## config.mk

```make
export PLATFORM = sky130hd
export DESIGN_NAME = id_stage
export DESIGN_NICKNAME = d
export VERILOG_FILES = /design/src/rtl/id_stage.sv
export SDC_FILE = /design/constraint.sdc
export NUM_CORES = 1
export LEC_CHECK = 0
export ABC_AREA = 1
export CORE_MARGIN = 2
export CORE_UTILIZATION = 53
export DETAILED_ROUTE_END_ITERATION = 10
export PLACE_DENSITY = 0.77
export SLEW_MARGIN = 20
export SYNTH_ARGS = -nofsm -noshare
export SYNTH_HDL_FRONTEND = slang
export SYNTH_SLANG_ARGS = --single-unit
```

## constraint.sdc

```tcl
create_clock -name clk -period 1.4 [get_ports clk]
set_input_delay 0.28 -clock clk [delete_from_list [all_inputs] [get_ports clk]]
set_output_delay 0.28 -clock clk [all_outputs]
set_load 0.01 [all_outputs]
```

## src/rtl/id_stage.sv

```systemverilog
// Decode stage of the 8-bit CPU: decodes fetch bytes, resolves operands from the
// register file with EXE forwarding and writeback bypass, and registers the bundle into EXE.
module id_stage #(
    parameter int NREG = 4,
    parameter int DW   = 8
) (
    input  logic          clk,
    input  logic          rst,
    input  logic [7:0]    instr,
    input  logic          instr_valid,
    output logic          instr_ready,
    input  logic          hold,
    input  logic          flush,
    input  logic          wb_en,
    input  logic [1:0]    wb_addr,
    input  logic [DW-1:0] wb_data,
    input  logic          fwd_en,
    input  logic [1:0]    fwd_addr,
    input  logic [DW-1:0] fwd_data,
    output logic [3:0]    ex_op,
    output logic [DW-1:0] ex_s1,
    output logic [DW-1:0] ex_s2,
    output logic [DW-1:0] ex_imm,
    output logic [1:0]    ex_dest,
    output logic          ex_wen,
    output logic          ex_valid,
    output logic          ill_instr
);

    typedef enum logic {DECODE = 1'b0, IMM = 1'b1} state_t;

    state_t        state_q, state_d;
    logic [1:0]    ra_lat_q, ra_lat_d;
    logic [DW-1:0] rf_q [NREG];
    logic [DW-1:0] rf_d [NREG];
    logic [3:0]    ex_op_q, ex_op_d;
    logic [DW-1:0] ex_s1_q, ex_s1_d;
    logic [DW-1:0] ex_s2_q, ex_s2_d;
    logic [DW-1:0] ex_imm_q, ex_imm_d;
    logic [1:0]    ex_dest_q, ex_dest_d;
    logic          ex_wen_q, ex_wen_d;
    logic          ex_valid_q, ex_valid_d;
    logic          ill_q, ill_d;

    logic          accept;
    logic [3:0]    op;
    logic [1:0]    ra, rb;
    logic [DW-1:0] s1_res, s2_res;

    assign op          = instr[7:4];
    assign ra          = instr[3:2];
    assign rb          = instr[1:0];
    assign instr_ready = !hold && !rst;
    assign accept      = instr_valid && instr_ready;

    // EXE result is newer than the writeback value, which is newer than the file.
    function automatic logic [DW-1:0] resolve(input logic [1:0] x, input logic [DW-1:0] rf_val);
        if (fwd_en && fwd_addr == x)     return fwd_data;
        else if (wb_en && wb_addr == x)  return wb_data;
        else                             return rf_val;
    endfunction

    assign s1_res = resolve(ra, rf_q[ra]);
    assign s2_res = resolve(rb, rf_q[rb]);

    always_comb begin
        state_d    = state_q;
        ra_lat_d   = ra_lat_q;
        ex_op_d    = ex_op_q;
        ex_s1_d    = ex_s1_q;
        ex_s2_d    = ex_s2_q;
        ex_imm_d   = ex_imm_q;
        ex_dest_d  = ex_dest_q;
        ex_wen_d   = ex_wen_q;
        ex_valid_d = ex_valid_q;
        ill_d      = ill_q;
        for (int i = 0; i < NREG; i++) rf_d[i] = rf_q[i];
        if (wb_en) rf_d[wb_addr] = wb_data;

        if (flush || (!hold && !accept)) begin
            // Bubble: the whole bundle is zeroed so EXE never sees stale fields.
            ex_op_d    = '0;
            ex_s1_d    = '0;
            ex_s2_d    = '0;
            ex_imm_d   = '0;
            ex_dest_d  = '0;
            ex_wen_d   = 1'b0;
            ex_valid_d = 1'b0;
            ill_d      = 1'b0;
            if (flush) state_d = DECODE;
        end else if (!hold) begin
            ex_op_d    = '0;
            ex_s1_d    = '0;
            ex_s2_d    = '0;
            ex_imm_d   = '0;
            ex_dest_d  = '0;
            ex_wen_d   = 1'b0;
            ex_valid_d = 1'b0;
            ill_d      = 1'b0;
            if (state_q == IMM) begin
                ex_op_d    = 4'hf;
                ex_imm_d   = instr;
                ex_dest_d  = ra_lat_q;
                ex_wen_d   = 1'b1;
                ex_valid_d = 1'b1;
                state_d    = DECODE;
            end else begin
                case (op)
                    4'h1, 4'h2, 4'h3, 4'h4, 4'h5, 4'h7, 4'h8, 4'h6, 4'he: begin
                        ex_op_d    = op;
                        ex_s1_d    = s1_res;
                        ex_s2_d    = s2_res;
                        ex_dest_d  = ra;
                        ex_wen_d   = (op != 4'h6) && (op != 4'he);
                        ex_valid_d = 1'b1;
                    end
                    4'h9, 4'ha, 4'hb, 4'hc, 4'hd: ill_d = 1'b1;
                    4'hf: begin
                        ra_lat_d = ra;
                        state_d  = IMM;
                    end
                    default: ;
                endcase
            end
        end
    end

    always_ff @(posedge clk) begin
        if (rst) begin
            state_q    <= DECODE;
            ra_lat_q   <= '0;
            ex_op_q    <= '0;
            ex_s1_q    <= '0;
            ex_s2_q    <= '0;
            ex_imm_q   <= '0;
            ex_dest_q  <= '0;
            ex_wen_q   <= 1'b0;
            ex_valid_q <= 1'b0;
            ill_q      <= 1'b0;
            for (int i = 0; i < NREG; i++) rf_q[i] <= '0;
        end else begin
            state_q    <= state_d;
            ra_lat_q   <= ra_lat_d;
            ex_op_q    <= ex_op_d;
            ex_s1_q    <= ex_s1_d;
            ex_s2_q    <= ex_s2_d;
            ex_imm_q   <= ex_imm_d;
            ex_dest_q  <= ex_dest_d;
            ex_wen_q   <= ex_wen_d;
            ex_valid_q <= ex_valid_d;
            ill_q      <= ill_d;
            for (int i = 0; i < NREG; i++) rf_q[i] <= rf_d[i];
        end
    end

    assign ex_op     = ex_op_q;
    assign ex_s1     = ex_s1_q;
    assign ex_s2     = ex_s2_q;
    assign ex_imm    = ex_imm_q;
    assign ex_dest   = ex_dest_q;
    assign ex_wen    = ex_wen_q;
    assign ex_valid  = ex_valid_q;
    assign ill_instr = ill_q;

endmodule

```

==> metrics.txt <==
cts hold-fix bufs 0; final WL 12300 µm; Clock Tree Buf Depth 2; DIE HEIGHT 89.7 µm; total track usage 30.9%; first drt pass iteration count 5; # rows 31; Slew HR 74.8%; wire per inst 14.8 µm; core area 7180 µm²; worst slew pin tran 0.378 ns; Post-Synthesis Cells 607; cts bufs inserted 9; CTS Root Cell clkbuf_8; CP arrival 1.62 ns; NumNets Final 761; worst vdd ir 0.526 mV; Final ANT Viol Nets 0; final instance area 5350 µm²; LEAKAGE 2.52 nW; post-CTS setup buffers 0; Synth Register Bits 68; syn_nets 642; Die W 89.7 µm; final max-slew violation count 0; min Tclk post-route 1.38 ns; final setup fails 0; Hold Path Class input port to flip-flop; Fin Setup TNS 0 ns; vias in the first global route 4113; n_diodes 0; Final Skew 0.00817 ns; grt ovf 0; placed instance area 5070 µm²; Avg Inst Size Synth 6.41 µm²; htree depth 3; synthesized area 3890 µm²; first-pass GRT wire length 19200 µm; Worst-Skew Late Latency 0.34 ns; run status finished clean; Synth warnings 0; initial antenna violation count 0; vias 4448; Die ar. 8040 µm²; RSZ-0062 raised after global routing true; HPWL Detailed 8930 µm; final period utilization 98.4%; startpoint types input port; CP Data Required Time 1.64 ns; largest net degree at the start of global routing 35; CTS tree yes; IO Port Bufs 68; DRC viols 0; FMAX 726 MHz; crit-path max FO 4; post-synthesis sequential area ratio 35.0%; Crit. End Element flip-flop; clk sink count 68; Hold Vio Cnt, Final 0; PD cells 859 nW/µm²; Iter 0 DRT Violations 303; Layout area overhead 37.6%; Vias/cell 5.37; Worst-path clk slew 0.07 ns; Initial Util 54.2%; max_cap viols 0; layout cells sized above 1 21.4%; gpl congestion 1.02; num ports 69; synth unique cells 27; Worst Setup Path Type input port to flip-flop
==> placed cells by master, fill, tap and decap left out, types with 20 or more instances in the layout <==
master	Yosys	final
nand3_1	34	32
dlygate4sd2_1	0	44
a21oi_2	20	20
a21oi_1	46	46
inv_1	49	48
buf_4	2	59
nand2_1	156	155
dfxtp_1	68	68
o21ai_0	37	37
nor2_1	107	99
==> metrics by stage <==
step	total power [mW]	std cells	setup WS [ns]	utilization, %	hold WS (ns)
after floorplan	2.59	607	0.155	-	0.349
final	4.60	829	0.0223	74.6	0.414
after CTS	4.57	828	0.00390	73.9	0.412
after global routing	4.77	829	-0.0464	74.6	0.420
after detailed placement	3.03	811	-0.475	70.6	0.454
after global placement	3.01	811	-0.438	70.6	0.450
==> area by class of cell <==
cell class,count,area (µm²)
multi-input combinational,457,2250
fill,571,1820
tap,99,124
inverter,56,213
clock buffer,10,128
timing repair buffer,134,1220
sequential,68,1360
clock inverter,5,53.8
==> metal layers <==
| layer | up-vias | GRT usage, % | wire [µm] |
|---|---|---|---|
| met5 | - | 0 | 0 |
| met4 | 0 | 11.5 | 371 |
| met3 | 43 | 5.67 | 877 |
| met2 | 197 | 49.0 | 5660 |
| met1 | 2027 | 41.8 | 5350 |
| li1 | 2181 | - | - |
==> critical path, cell delays in order <==
cell and delay [ns]:
clkdlybuf4s50_1 0.55, nand3_2 0.20, buf_4 0.20, nand2_1 0.08, nand2_1 0.09, nand2_1 0.08
nand2_1 0.05, nand2_1 0.05, inv_1 0.03
==> cell usage after synthesis (all sizes together) <==
| library cell | count | share of area, % |
|---|---|---|
| a22o | 1 | 0.23 |
| nand4 | 2 | 0.32 |
| nor3 | 17 | 2.2 |
| inv | 56 | 5.5 |
| a21boi | 1 | 0.19 |
| nor2 | 111 | 11 |
| o21ai | 37 | 4.8 |
| nand2 | 171 | 18 |
| a21oi | 66 | 10 |
| o21a | 1 | 0.19 |
| nand3b | 2 | 0.39 |
| or2 | 1 | 0.16 |
| dfxtp | 68 | 35 |
| buf | 20 | 3.5 |
| clkbuf | 8 | 0.77 |
| nand3 | 45 | 7.6 |
==> power by group <==
group,internal (mW),switching (mW)
clock network,0.808,0.749
registers,1.99,0.0342
logic,0.419,0.596
total,3.22,1.38
==> worst paths after layout <==
path,end,slack (ns),from,cells past startpoint
max reg2reg,ex_imm[6]$_SDFFE_PP0N_,0.17,state_q$_SDFFE_PP0P_,5
min reg2reg,ill_instr$_SDFFE_PP0N_,0.47,ill_instr$_SDFFE_PP0N_,2
min,ex_imm[4]$_SDFFE_PP0N_,0.41,instr[4],3
max,ex_valid$_SDFFE_PP0N_,0.02,instr[7],9
==> flip-flops by register name, indices dropped and copies added, names as in the netlist <==
signal / cells
ex_dest: 2
ex_imm: 8
ex_op: 4
ex_s1: 8
ex_s2: 8
ex_valid: 1
ex_wen: 1
ill_instr: 1
ra_lat_q: 2
rf_q: 32
state_q: 1
==> cells by family after synthesis <==
group                  synth area share, %
and+or+nand+nor                       39.5
AOI/OAI and AO/OA                     15.8
buffers and inverters                 9.75
DFF                                   35.0
==> repair_timing <==
item | 4_1_cts | 5_1_grt
pin swaps | 4 | 2
endpoints found under the setup margin | 63 | 28
gates cloned | 2 | 1
hold endpoints to repair | 0 | 0
gates resized for setup | 62 | 14
Note: power is estimated with default switching activity, not from simulation.
